**src/rtl/lcd_fb_pkg.sv**
```systemverilog
// Shared types and constants for the LCD framebuffer streaming engine.
// Holds the request FSM encodings, memory burst-length width and byte order.
package lcd_fb_pkg;

    typedef enum logic [1:0] {
        ST_IDLE  = 2'd0,
        ST_REQ   = 2'd1,
        ST_RDATA = 2'd2,
        ST_FLUSH = 2'd3
    } req_state_t;

    localparam int MI_LEN_W = 7;

    // Framebuffer words are sent to the panel most significant byte first.
    localparam bit BYTE_MSB_FIRST = 1'b1;

    function automatic logic [7:0] word_byte(input logic [31:0] word, input logic [1:0] idx);
        logic [1:0] sel;
        sel = BYTE_MSB_FIRST ? (2'd3 - idx) : idx;
        return word[{sel, 3'b000} +: 8];
    endfunction

endpackage

```
**src/rtl/lcd_fb_fifo.sv**
```systemverilog
// 32-bit synchronous FIFO, 2^FIFO_AW deep, with a free-space count.
// The head entry is always visible on rdata so a pop can feed a register in the same cycle.
module lcd_fb_fifo #(
    parameter int FIFO_AW = 5
) (
    input  logic             clk,
    input  logic             rst_n,
    input  logic             clr,
    input  logic             push,
    input  logic [31:0]      wdata,
    input  logic             pop,
    output logic [31:0]      rdata,
    output logic             full,
    output logic             empty,
    output logic [FIFO_AW:0] free
);
    localparam logic [FIFO_AW:0] DEPTH = {1'b1, {FIFO_AW{1'b0}}};
    localparam logic [FIFO_AW:0] ONE   = (FIFO_AW+1)'(1);

    logic [31:0]      mem [0:(1<<FIFO_AW)-1];
    logic [FIFO_AW:0] wr_ptr;
    logic [FIFO_AW:0] rd_ptr;
    logic [FIFO_AW:0] count;

    assign count = wr_ptr - rd_ptr;
    assign full  = (count == DEPTH);
    assign empty = (count == '0);
    assign free  = DEPTH - count;
    assign rdata = mem[rd_ptr[FIFO_AW-1:0]];

    always_ff @(posedge clk) begin
        if (push && !full)
            mem[wr_ptr[FIFO_AW-1:0]] <= wdata;
    end

    always_ff @(posedge clk or negedge rst_n) begin
        if (!rst_n) begin
            wr_ptr <= '0;
            rd_ptr <= '0;
        end else if (clr) begin
            wr_ptr <= '0;
            rd_ptr <= '0;
        end else begin
            if (push && !full)
                wr_ptr <= wr_ptr + ONE;
            if (pop && !empty)
                rd_ptr <= rd_ptr + ONE;
        end
    end

endmodule

```
**src/rtl/lcd_fb_stream.sv**
```systemverilog
// Streams a framebuffer from PSRAM to the LCD PHY: burst reads into a FIFO,
// then unpacks each 32-bit word into four RS=1 data bytes.
module lcd_fb_stream
    import lcd_fb_pkg::*;
#(
    parameter int ADDR_WIDTH = 22,
    parameter int CNT_WIDTH  = 17,
    parameter int BURST_LEN  = 16,
    parameter int FIFO_AW    = 5
) (
    input  logic                  clk,
    input  logic                  rst_n,
    input  logic [ADDR_WIDTH-1:0] cfg_base,
    input  logic [CNT_WIDTH-1:0]  cfg_words,
    input  logic                  start,
    input  logic                  abort,
    output logic                  busy,
    output logic                  done_stb,
    output logic [ADDR_WIDTH-1:0] mi_addr,
    output logic [MI_LEN_W-1:0]   mi_len,
    output logic                  mi_rw,
    output logic                  mi_valid,
    input  logic                  mi_ready,
    input  logic [31:0]           mi_rdata,
    input  logic                  mi_rstb,
    input  logic                  mi_rlast,
    output logic [7:0]            phy_data,
    output logic                  phy_rs,
    output logic                  phy_valid,
    input  logic                  phy_ready
);
    localparam logic [FIFO_AW:0]    BURST_FREE   = (FIFO_AW+1)'(BURST_LEN);
    localparam logic [CNT_WIDTH-1:0] BURST_WORDS = CNT_WIDTH'(BURST_LEN);
    localparam logic [MI_LEN_W-1:0] BURST_LEN_M1 = MI_LEN_W'(BURST_LEN - 1);

    req_state_t           state;
    logic [CNT_WIDTH-1:0] words_left;
    logic                 aborting;
    logic [31:0]          word_q;
    logic [1:0]           byte_idx;
    logic                 out_load;
    logic                 drained;
    logic                 fifo_push;
    logic                 fifo_pop;
    logic                 fifo_clr;
    logic [31:0]          fifo_rdata;
    logic                 fifo_full;
    logic                 fifo_empty;
    logic [FIFO_AW:0]     fifo_free;

    function automatic logic [MI_LEN_W-1:0] burst_len_m1(input logic [CNT_WIDTH-1:0] words);
        return (words >= BURST_WORDS) ? BURST_LEN_M1 : MI_LEN_W'(words - CNT_WIDTH'(1));
    endfunction

    assign mi_rw     = 1'b1;
    assign phy_rs    = 1'b1;
    assign out_load  = !phy_valid || phy_ready;
    assign fifo_push = mi_rstb && (state == ST_RDATA);
    assign fifo_clr  = (state == ST_FLUSH);
    assign fifo_pop  = (state != ST_FLUSH) && out_load && (byte_idx == 2'd0) && !fifo_empty;
    // Everything fetched has left the engine, including the byte on the PHY this cycle.
    assign drained   = (words_left == '0) && fifo_empty && (byte_idx == 2'd0) && out_load;

    lcd_fb_fifo #(.FIFO_AW(FIFO_AW)) u_fifo (
        .clk   (clk),
        .rst_n (rst_n),
        .clr   (fifo_clr),
        .push  (fifo_push),
        .wdata (mi_rdata),
        .pop   (fifo_pop),
        .rdata (fifo_rdata),
        .full  (fifo_full),
        .empty (fifo_empty),
        .free  (fifo_free)
    );

    always_ff @(posedge clk or negedge rst_n) begin
        if (!rst_n) begin
            state      <= ST_IDLE;
            busy       <= 1'b0;
            done_stb   <= 1'b0;
            mi_valid   <= 1'b0;
            mi_addr    <= '0;
            mi_len     <= '0;
            words_left <= '0;
            aborting   <= 1'b0;
        end else begin
            done_stb <= 1'b0;
            case (state)
                ST_IDLE: begin
                    if (!busy) begin
                        if (start) begin
                            mi_addr    <= cfg_base;
                            words_left <= cfg_words;
                            if (cfg_words == '0) begin
                                done_stb <= 1'b1;
                            end else begin
                                busy     <= 1'b1;
                                mi_valid <= 1'b1;
                                mi_len   <= burst_len_m1(cfg_words);
                                state    <= ST_REQ;
                            end
                        end
                    end else if (abort) begin
                        state <= ST_FLUSH;
                    end else if ((words_left != '0) && (fifo_free >= BURST_FREE)) begin
                        mi_valid <= 1'b1;
                        mi_len   <= burst_len_m1(words_left);
                        state    <= ST_REQ;
                    end else if (drained) begin
                        done_stb <= 1'b1;
                        busy     <= 1'b0;
                    end
                end
                ST_REQ: begin
                    if (mi_ready) begin
                        mi_valid   <= 1'b0;
                        mi_addr    <= mi_addr + ADDR_WIDTH'(mi_len) + ADDR_WIDTH'(1);
                        words_left <= words_left - (CNT_WIDTH'(mi_len) + CNT_WIDTH'(1));
                        aborting   <= abort;
                        state      <= ST_RDATA;
                    end else if (abort) begin
                        mi_valid <= 1'b0;
                        state    <= ST_FLUSH;
                    end
                end
                ST_RDATA: begin
                    // The read channel cannot be stalled, so an abort waits for the burst to end.
                    if (abort)
                        aborting <= 1'b1;
                    if (mi_rstb && mi_rlast)
                        state <= (aborting || abort) ? ST_FLUSH : ST_IDLE;
                end
                ST_FLUSH: begin
                    words_left <= '0;
                    if (out_load) begin
                        busy     <= 1'b0;
                        aborting <= 1'b0;
                        state    <= ST_IDLE;
                    end
                end
                default: state <= ST_IDLE;
            endcase
        end
    end

    always_ff @(posedge clk or negedge rst_n) begin
        if (!rst_n) begin
            phy_valid <= 1'b0;
            phy_data  <= '0;
            byte_idx  <= 2'd0;
        end else if (state == ST_FLUSH) begin
            byte_idx <= 2'd0;
            if (out_load)
                phy_valid <= 1'b0;
        end else if (out_load) begin
            if (byte_idx != 2'd0) begin
                phy_data  <= word_byte(word_q, byte_idx);
                phy_valid <= 1'b1;
                byte_idx  <= byte_idx + 2'd1;
            end else if (!fifo_empty) begin
                phy_data  <= word_byte(fifo_rdata, 2'd0);
                phy_valid <= 1'b1;
                byte_idx  <= 2'd1;
            end else begin
                phy_valid <= 1'b0;
            end
        end
    end

    always_ff @(posedge clk) begin
        if (fifo_pop)
            word_q <= fifo_rdata;
    end

    assert property (@(posedge clk) disable iff (!rst_n) !(fifo_push && fifo_full));

endmodule

```
**config.mk**
```make
export PLATFORM = sky130hd
export DESIGN_NAME = lcd_fb_stream
export DESIGN_NICKNAME = d
export VERILOG_FILES = /design/src/rtl/lcd_fb_pkg.sv /design/src/rtl/lcd_fb_fifo.sv /design/src/rtl/lcd_fb_stream.sv
export SDC_FILE = /design/constraint.sdc
export NUM_CORES = 1
export LEC_CHECK = 0
export ABC_AREA = 1
export CAP_MARGIN = 20
export CORE_MARGIN = 4
export CORE_UTILIZATION = 44
export CTS_BUF_LIST = sky130_fd_sc_hd__clkbuf_16
export CTS_CLUSTER_DIAMETER = 80
export DETAILED_ROUTE_END_ITERATION = 8
export PLACE_DENSITY = 0.64
export SYNTH_ARGS = -nofsm -noshare
export SYNTH_HDL_FRONTEND = slang
export SYNTH_HIERARCHICAL = 1
export SYNTH_SLANG_ARGS = --single-unit
export TNS_END_PERCENT = 20
```
**constraint.sdc**
```tcl
create_clock -name clk -period 5.35 [get_ports clk]
set_clock_uncertainty 0.2 [all_clocks]
set_input_delay 0.8025 -clock clk [delete_from_list [all_inputs] [get_ports clk]]
set_output_delay 0.8025 -clock clk [all_outputs]
set_load 0.005 [all_outputs]
```
# Word level (Yosys, flattened, before mapping)
# Memories as Yosys holds them, arrays and structs flattened.
# Index checks and enable logic that the tools add are counted.
[totals]
memories = 1
input_bits = 79
ff_bits = 107
word_cells = 162
mem_bits_rw = 1024
[op_classes]
n_eq_ne = 22
muxes = 68
bitwise = 1
n_reduce_logical = 40
n_shift = 1
add_sub_neg = 12
magnitude_cmp = 3
[mem_list]
columns = ["name", "depth", "width", "rd", "rd_clocked_by_memory_dff", "write_ports", "line", "text"]
rows = [
  ["u_fifo.mem", 32, 32, 1, 0, 1, "lcd_fb_fifo.sv:20", "logic [31:0] mem [0:(1<<FIFO_AW)-1];"],
]
[ops]
columns = ["cell", "count"]
rows = [
  ["2-to-1 mux 22 bit", 3],
  ["2-to-1 mux 17 bit", 3],
  ["one-hot mux 17 bit (3 select lines)", 1],
  ["2-to-1 mux 7 bit", 7],
  ["one-hot mux 22 bit (2 select lines)", 1],
  [">= comparator 17 x 5 -> 1 bit, second input constant", 2],
  ["logical NOT 17 bit", 2],
  ["variable part select 32 x 6 -> 8 bit", 1],
  ["2-to-1 mux 1 bit", 29],
  ["2-to-1 mux 2 bit", 14],
  ["2-to-1 mux 6 bit", 4],
  ["adder 22 x 1 -> 22 bit, second input constant", 1],
  ["adder 22 x 7 -> 22 bit", 1],
  ["nonzero test 17 bit", 1],
  ["subtractor 17 x 8 -> 17 bit", 1],
  ["2-to-1 mux 8 bit", 2],
  ["!= test 2 bit, second input constant", 8],
  ["!= test 3 bit, second input constant", 5],
  ["nonzero test 2 bit", 7],
  ["subtractor 7 x 1 -> 7 bit, second input constant", 2],
  ["adder 6 x 1 -> 6 bit, second input constant", 2],
  ["AND reduction 4 bit", 3],
  ["AND reduction 6 bit", 2],
  ["logical AND 1 bit", 11],
  ["24 further kinds", 34],
]

# Longest topological paths before layout
[logic_depth]
ltp_word = 10
mapped_depth = 18

# By module
# Netlist, hierarchy kept.
[modules_own_cells]
columns = ["module", "seq_area_each_um2", "cells_per_inst", "n_inst", "area_per_inst_um2"]
rows = [
  ["lcd_fb_fifo", 31049.8, 3525, 1, 42044.1],
  ["lcd_fb_stream", 2537.4, 867, 1, 6144.6],
]

# Worst setup path before layout
# OpenSTA, ideal clock, no wires.
[synth_path]
path_kind = "reg-to-reg"
startpoint = "register u_fifo.rd_ptr[2]"
endpoint = "register u_fifo.rd_ptr[0]"
path_slack_ns = -0.122
path_stages_with_launch = 17
required_time_ns = 5.027
t_arrival_ns = 5.149
cell_sequence = "dfrtp_1 > inv_2 > buf_2 > clkbuf_1 > ha_1 > inv_2 > nand2_1 > nand3_1 > nand2_1 > nand2_1 > nand2_1 > nand2_2 > inv_1 > nor3_1 > nand2_1 > nand3_1 > nand2_1"
[synth_via]
elab_chain_cells = 6
[synth_lines]
columns = ["element", "line", "text"]
rows = [
  ["from (decl)", "lcd_fb_fifo.sv:22", "logic [FIFO_AW:0] rd_ptr;"],
  ["from (signal assigned)", "lcd_fb_fifo.sv:47", "rd_ptr <= rd_ptr + ONE;"],
  ["subtractor 6 bit", "lcd_fb_fifo.sv:25", "assign count = wr_ptr - rd_ptr;"],
  ["logical NOT 6 bit", "lcd_fb_fifo.sv:27", "assign empty = (count == '0);"],
  ["named net fifo_empty", "lcd_fb_stream.sv:48", "logic fifo_empty;"],
  ["logical NOT 1 bit", "lcd_fb_stream.sv:60", "assign fifo_pop = (state != ST_FLUSH) && out_load && (byte_idx == 2'd0) && !fifo_empty;"],
  ["logical AND 1 bit", "lcd_fb_stream.sv:60", ""],
  ["named net fifo_pop", "lcd_fb_stream.sv:44", "logic fifo_pop;"],
  ["logical AND 1 bit", "lcd_fb_fifo.sv:46", "if (pop && !empty)"],
  ["nonzero test 2 bit (no line)", "n/a", ""],
]
# The timed path passes the listed nets, and every way through them passes these cells.
# A chain may end at the register's enable or synchronous reset.

# Worst setup path after layout
[layout_path]
startpoint = "register u_fifo.rd_ptr[1]"
endpoint = "register phy_data[6]"
[layout_via]
elab_chain_cells = 4
word_cells_on_any_way = 7
cone_classes = "1 x add/sub; 1 x eq/ne; 2 x mux; 2 x reduce/logical; 1 x memory"
[layout_lines]
columns = ["element", "line", "text"]
rows = [
  ["subtractor 6 bit", "lcd_fb_fifo.sv:25", ""],
  ["logical NOT 6 bit", "lcd_fb_fifo.sv:27", ""],
  ["named net fifo_empty", "lcd_fb_stream.sv:48", ""],
  ["!= test 2 x 1 -> 1 bit (no line)", "n/a", ""],
  ["AND reduction 3 bit (no line)", "n/a", ""],
  ["to (signal assigned)", "lcd_fb_stream.sv:158", "phy_data <= word_byte(word_q, byte_idx);"],
  ["to (signal assigned)", "lcd_fb_stream.sv:162", "phy_data <= word_byte(fifo_rdata, 2'd0);"],
  ["to (decl)", "lcd_fb_stream.sv:27", "output logic [7:0] phy_data,"],
]
# The timed path passes the listed nets, and every way through them passes these cells. The select of a mux whose other input is x is not followed.

==> out/qor.log <==
qor: sta.hold_violations 0
qor: pwr.power.density_cell_area 474.0 nW/um2
qor: min_path.min_delay_worst_endpoint mi_valid$_DFFE_PN0P_
qor: floorplan.die-area 114800 um2
qor: critical_path.critPathMaxFanout 46
qor: detailed_routing.route.antenna.remaining_nets 0
qor: final_layout.multiInputGateArea 13080 um2
qor: placement.detailedPlacementHpwl 72650 um
qor: final_layout.final-seq-area 33610 um2
qor: detailed_routing.routed-via-count 33320
qor: clocking.ctsHoldBuffers 0
qor: detailed_routing.drt_pass1_iterations 5
qor: detailed_routing.routedWlPerCell 21.53 um
qor: global_route.grt_first_pass_wirelength 196500 um
qor: sta.unrepaired_setup_endpoints_after_global_routing false
qor: placement.final_weighted_congestion_of_routability_driven_global_placement 0.8974
qor: placement.worst_slack_at_placement 1.231 ns
qor: clocking.htreeDepth 3
qor: floorplan.initial_utilization 44.31%
qor: detailed_routing.detail_route.iter0.violations 3863
qor: critical_path.timing.critical_path.mode_cell nand2_1
qor: sta.fmaxAchievable 240.1 MHz
qor: critical_path.worst-r2r-cell-count 16
qor: sta.fraction_of_the_cycle_the_final_worst_path_needs 77.87%
qor: critical_path.cp_cell_sequence inv_8 -> ha_1 -> nand2_1 -> nand2_1 -> nand3_1 -> nand2_1 -> nand2_1 -> nand2_1 -> nand2_2 -> inv_1 -> nand2_1 -> inv_1 -> nor2_1 -> clkinv_1 -> a21oi_1 -> a21oi_1
qor: detailed_routing.detail_route.vias_per_cell 5.555
qor: global_route.gr-usage-all-layers 22.08%
qor: critical_path.timing.critical_path.slowest_cell_delay 0.82 ns
qor: global_route.antenna_violations_before_repair 3
qor: synth.synth_area_per_cell 10.98 um2
qor: detailed_routing.number_of_drc_violations_after_detailed_routing 0
qor: final_layout.final_net_count 4598
qor: final_layout.layout-area-overhead-vs-synth 14.28%
qor: sta.final.setup.worst_slack 1.184 ns
qor: clocking.clock_sink_count 1131
qor: detailed_routing.detail_route.wirelength 129100 um
qor: pwr.vdd.ir_drop.worst 0.0002907 V
qor: sta.tightest_slew 1.040 ns
qor: global_route.grt_remaining_overflow 0
qor: final_layout.post_route_cells_drive_above_1_share 7.093%
qor: clocking.cts-root-to-sink-buffers 3
qor: min_path.hold_path_depth 2
qor: floorplan.core-area 108700 um2
qor: synth.post_synth_instance_area 48160 um2
qor: outcome.outcome finished clean
qor: clocking.clk_pin_slew_worst_paths 0.06 ns
qor: job.max-cap-violations 0
qor: clocking.number_of_post_cts_setup_repair_buffers 0
qor: final_layout.final_core_occ 50.64%
qor: critical_path.timing.critical_path.required 5.71 ns
qor: critical_path.critical_path.reg2reg.endpoint phy_data[6]$_DFFE_PN0P_
qor: pwr.leakage 20.31 nW
qor: floorplan.die-width 338.9 um
qor: floorplan.dieHeight 338.9 um
qor: sta.max_slew_margin 30.47%
qor: critical_path.crit_path_end_kind register
qor: synth.syn-instance-count 4387
qor: placement.place.port_buffers 119
qor: sta.report.final.setup_viol 0
qor: critical_path.type_of_the_worst_setup_path register to register
qor: critical_path.arrival 4.53 ns
qor: sta.setup_tns 0 ns
qor: critical_path.reg_to_reg_setup_timing_slack 1.18 ns
qor: floorplan.io_pins 122
qor: clocking.cts.repair.resized 0
qor: critical_path.startpoint_type register
qor: synth.synth-warning-count 6
qor: critical_path.worst_r2r_startpoint u_fifo/rd_ptr[1]$_DFFE_PN0P_
qor: final_layout.fillers 9455
qor: critical_path.cpMaxStageDelayCell dfrtp_4
qor: sta.fin_crit 4.166 ns
qor: clocking.cts_tree done
qor: floorplan.standard_cell_row_count 121
qor: clocking.cts_buffers 114
qor: sta.finalMaxSlewViolations 0
qor: min_path.worstHoldStart mi_valid$_DFFE_PN0P_
qor: global_route.first_global_vias 31930
qor: clocking.clk-insertion-delay-late 0.70 ns
qor: global_route.grt_start_max_net_pins 155
qor: min_path.hold_path.class register to register
qor: clocking.clockRootBuffer clkbuf_16
[routing by layer]
| layer | part of all wire (%) | wire length (um) | up-vias | global-route usage, % |
|---|---|---|---|---|
| li1 | - | - | 15490 | - |
| met1 | 42 | 54390 | 16210 | 31.09 |
| met2 | 47 | 60610 | 1393 | 35.77 |
| met3 | 8.2 | 10560 | 226 | 3.419 |
| met4 | 2.8 | 3559 | 0 | 6.490 |
| met5 | 0 | 0 | - | 0 |
[critical path: cells and delay by family, from the launching register on]
kind	cells	cell delay (ns)
AND/OR/NAND/NOR	9	1.34
flip-flops	1	0.82
buffers and inverters	4	0.92
AO/OA/AOI/OAI	2	0.36
adder cells (fa/ha/maj)	1	0.38
[placed cells by master, fill, tap and decap left out, drive strengths merged]
master         instances
a31oi                  2
conb                   2
inv                  174
nand4                 20
edfxtp              1056
dfrtp                 75
o22ai                 14
clkdlybuf4s50        117
or2                    4
buf                  107
diode                  2
o211ai                 1
nor3                  30
a21oi                195
o21bai                 3
ha                    30
o21ai                 97
xor2                  17
nand3b                 6
and2                   3
xnor2                  2
bufinv                10
a21boi                 7
nand3                752
o32ai                  1
fa                     3
o31ai                 33
dlygate4sd3            1
a22oi                  3
clkinvlp               2
nand2               1413
nor2                 228
clkinv                55
clkbuf               119
[worst max-delay path by stage]
stage / start / to / depth (start not counted)
3_5_place_dp: u_fifo/rd_ptr[1]$_DFFE_PN0P_ / u_fifo/mem[28][5]$_DFFE_PP_ / 12
2_1_floorplan: u_fifo/rd_ptr[2]$_DFFE_PN0P_ / u_fifo/mem[24][0]$_DFFE_PP_ / 14
4_1_cts: u_fifo/rd_ptr[1]$_DFFE_PN0P_ / u_fifo/mem[28][15]$_DFFE_PP_ / 12
6_report: u_fifo/rd_ptr[1]$_DFFE_PN0P_ / phy_data[6]$_DFFE_PN0P_ / 16
3_3_place_gp: u_fifo/rd_ptr[1]$_DFFE_PN0P_ / u_fifo/mem[28][5]$_DFFE_PP_ / 12
5_1_grt: u_fifo/rd_ptr[1]$_DFFE_PN0P_ / phy_data[6]$_DFFE_PN0P_ / 16
[flip-flops by register name, summed over array words and instances, names as in the netlist]
name / cells
state: 2
u_fifo/mem: 1024
phy_data: 8
phy_valid: 1
mi_valid: 1
u_fifo/wr_ptr: 6
u_fifo/rd_ptr: 6
word_q: 32
mi_len: 7
aborting: 1
words_left: 17
mi_addr: 22
byte_idx: 2
done_stb: 1
busy: 1
[through the flow]
stage	cell area (um2)	std cells	hold slack [ns]	power, W
floorplan	48170	4388	0.2482	0.01594
global placement	51100	5772	0.2628	0.01833
detailed placement	51100	5772	0.2679	0.01842
CTS	54770	5984	0.1055	0.02614
global route	55040	5996	0.2985	0.02753
finish	55040	5998	0.2807	0.02609
[power by group]
part | leakage, nW | internal, W | switching (W)
logic | 7.98 | 0.00236 | 0.00511
registers | 10.4 | 0.0103 | 0.000593
clock network | 1.91 | 0.00441 | 0.00335
[area by class of cell]
class | instances | area share, %
Sequential cell | 1131 | 61.06
Multi-Input combinational cell | 2866 | 23.76
Clock buffer | 116 | 5.274
Timing Repair Buffer | 228 | 4.278
Tap cell | 1414 | 3.214
Clock inverter | 96 | 1.387
Inverter | 145 | 1.025
Antenna cell | 2 | 0.009093
(Power assumes the default switching activity.)
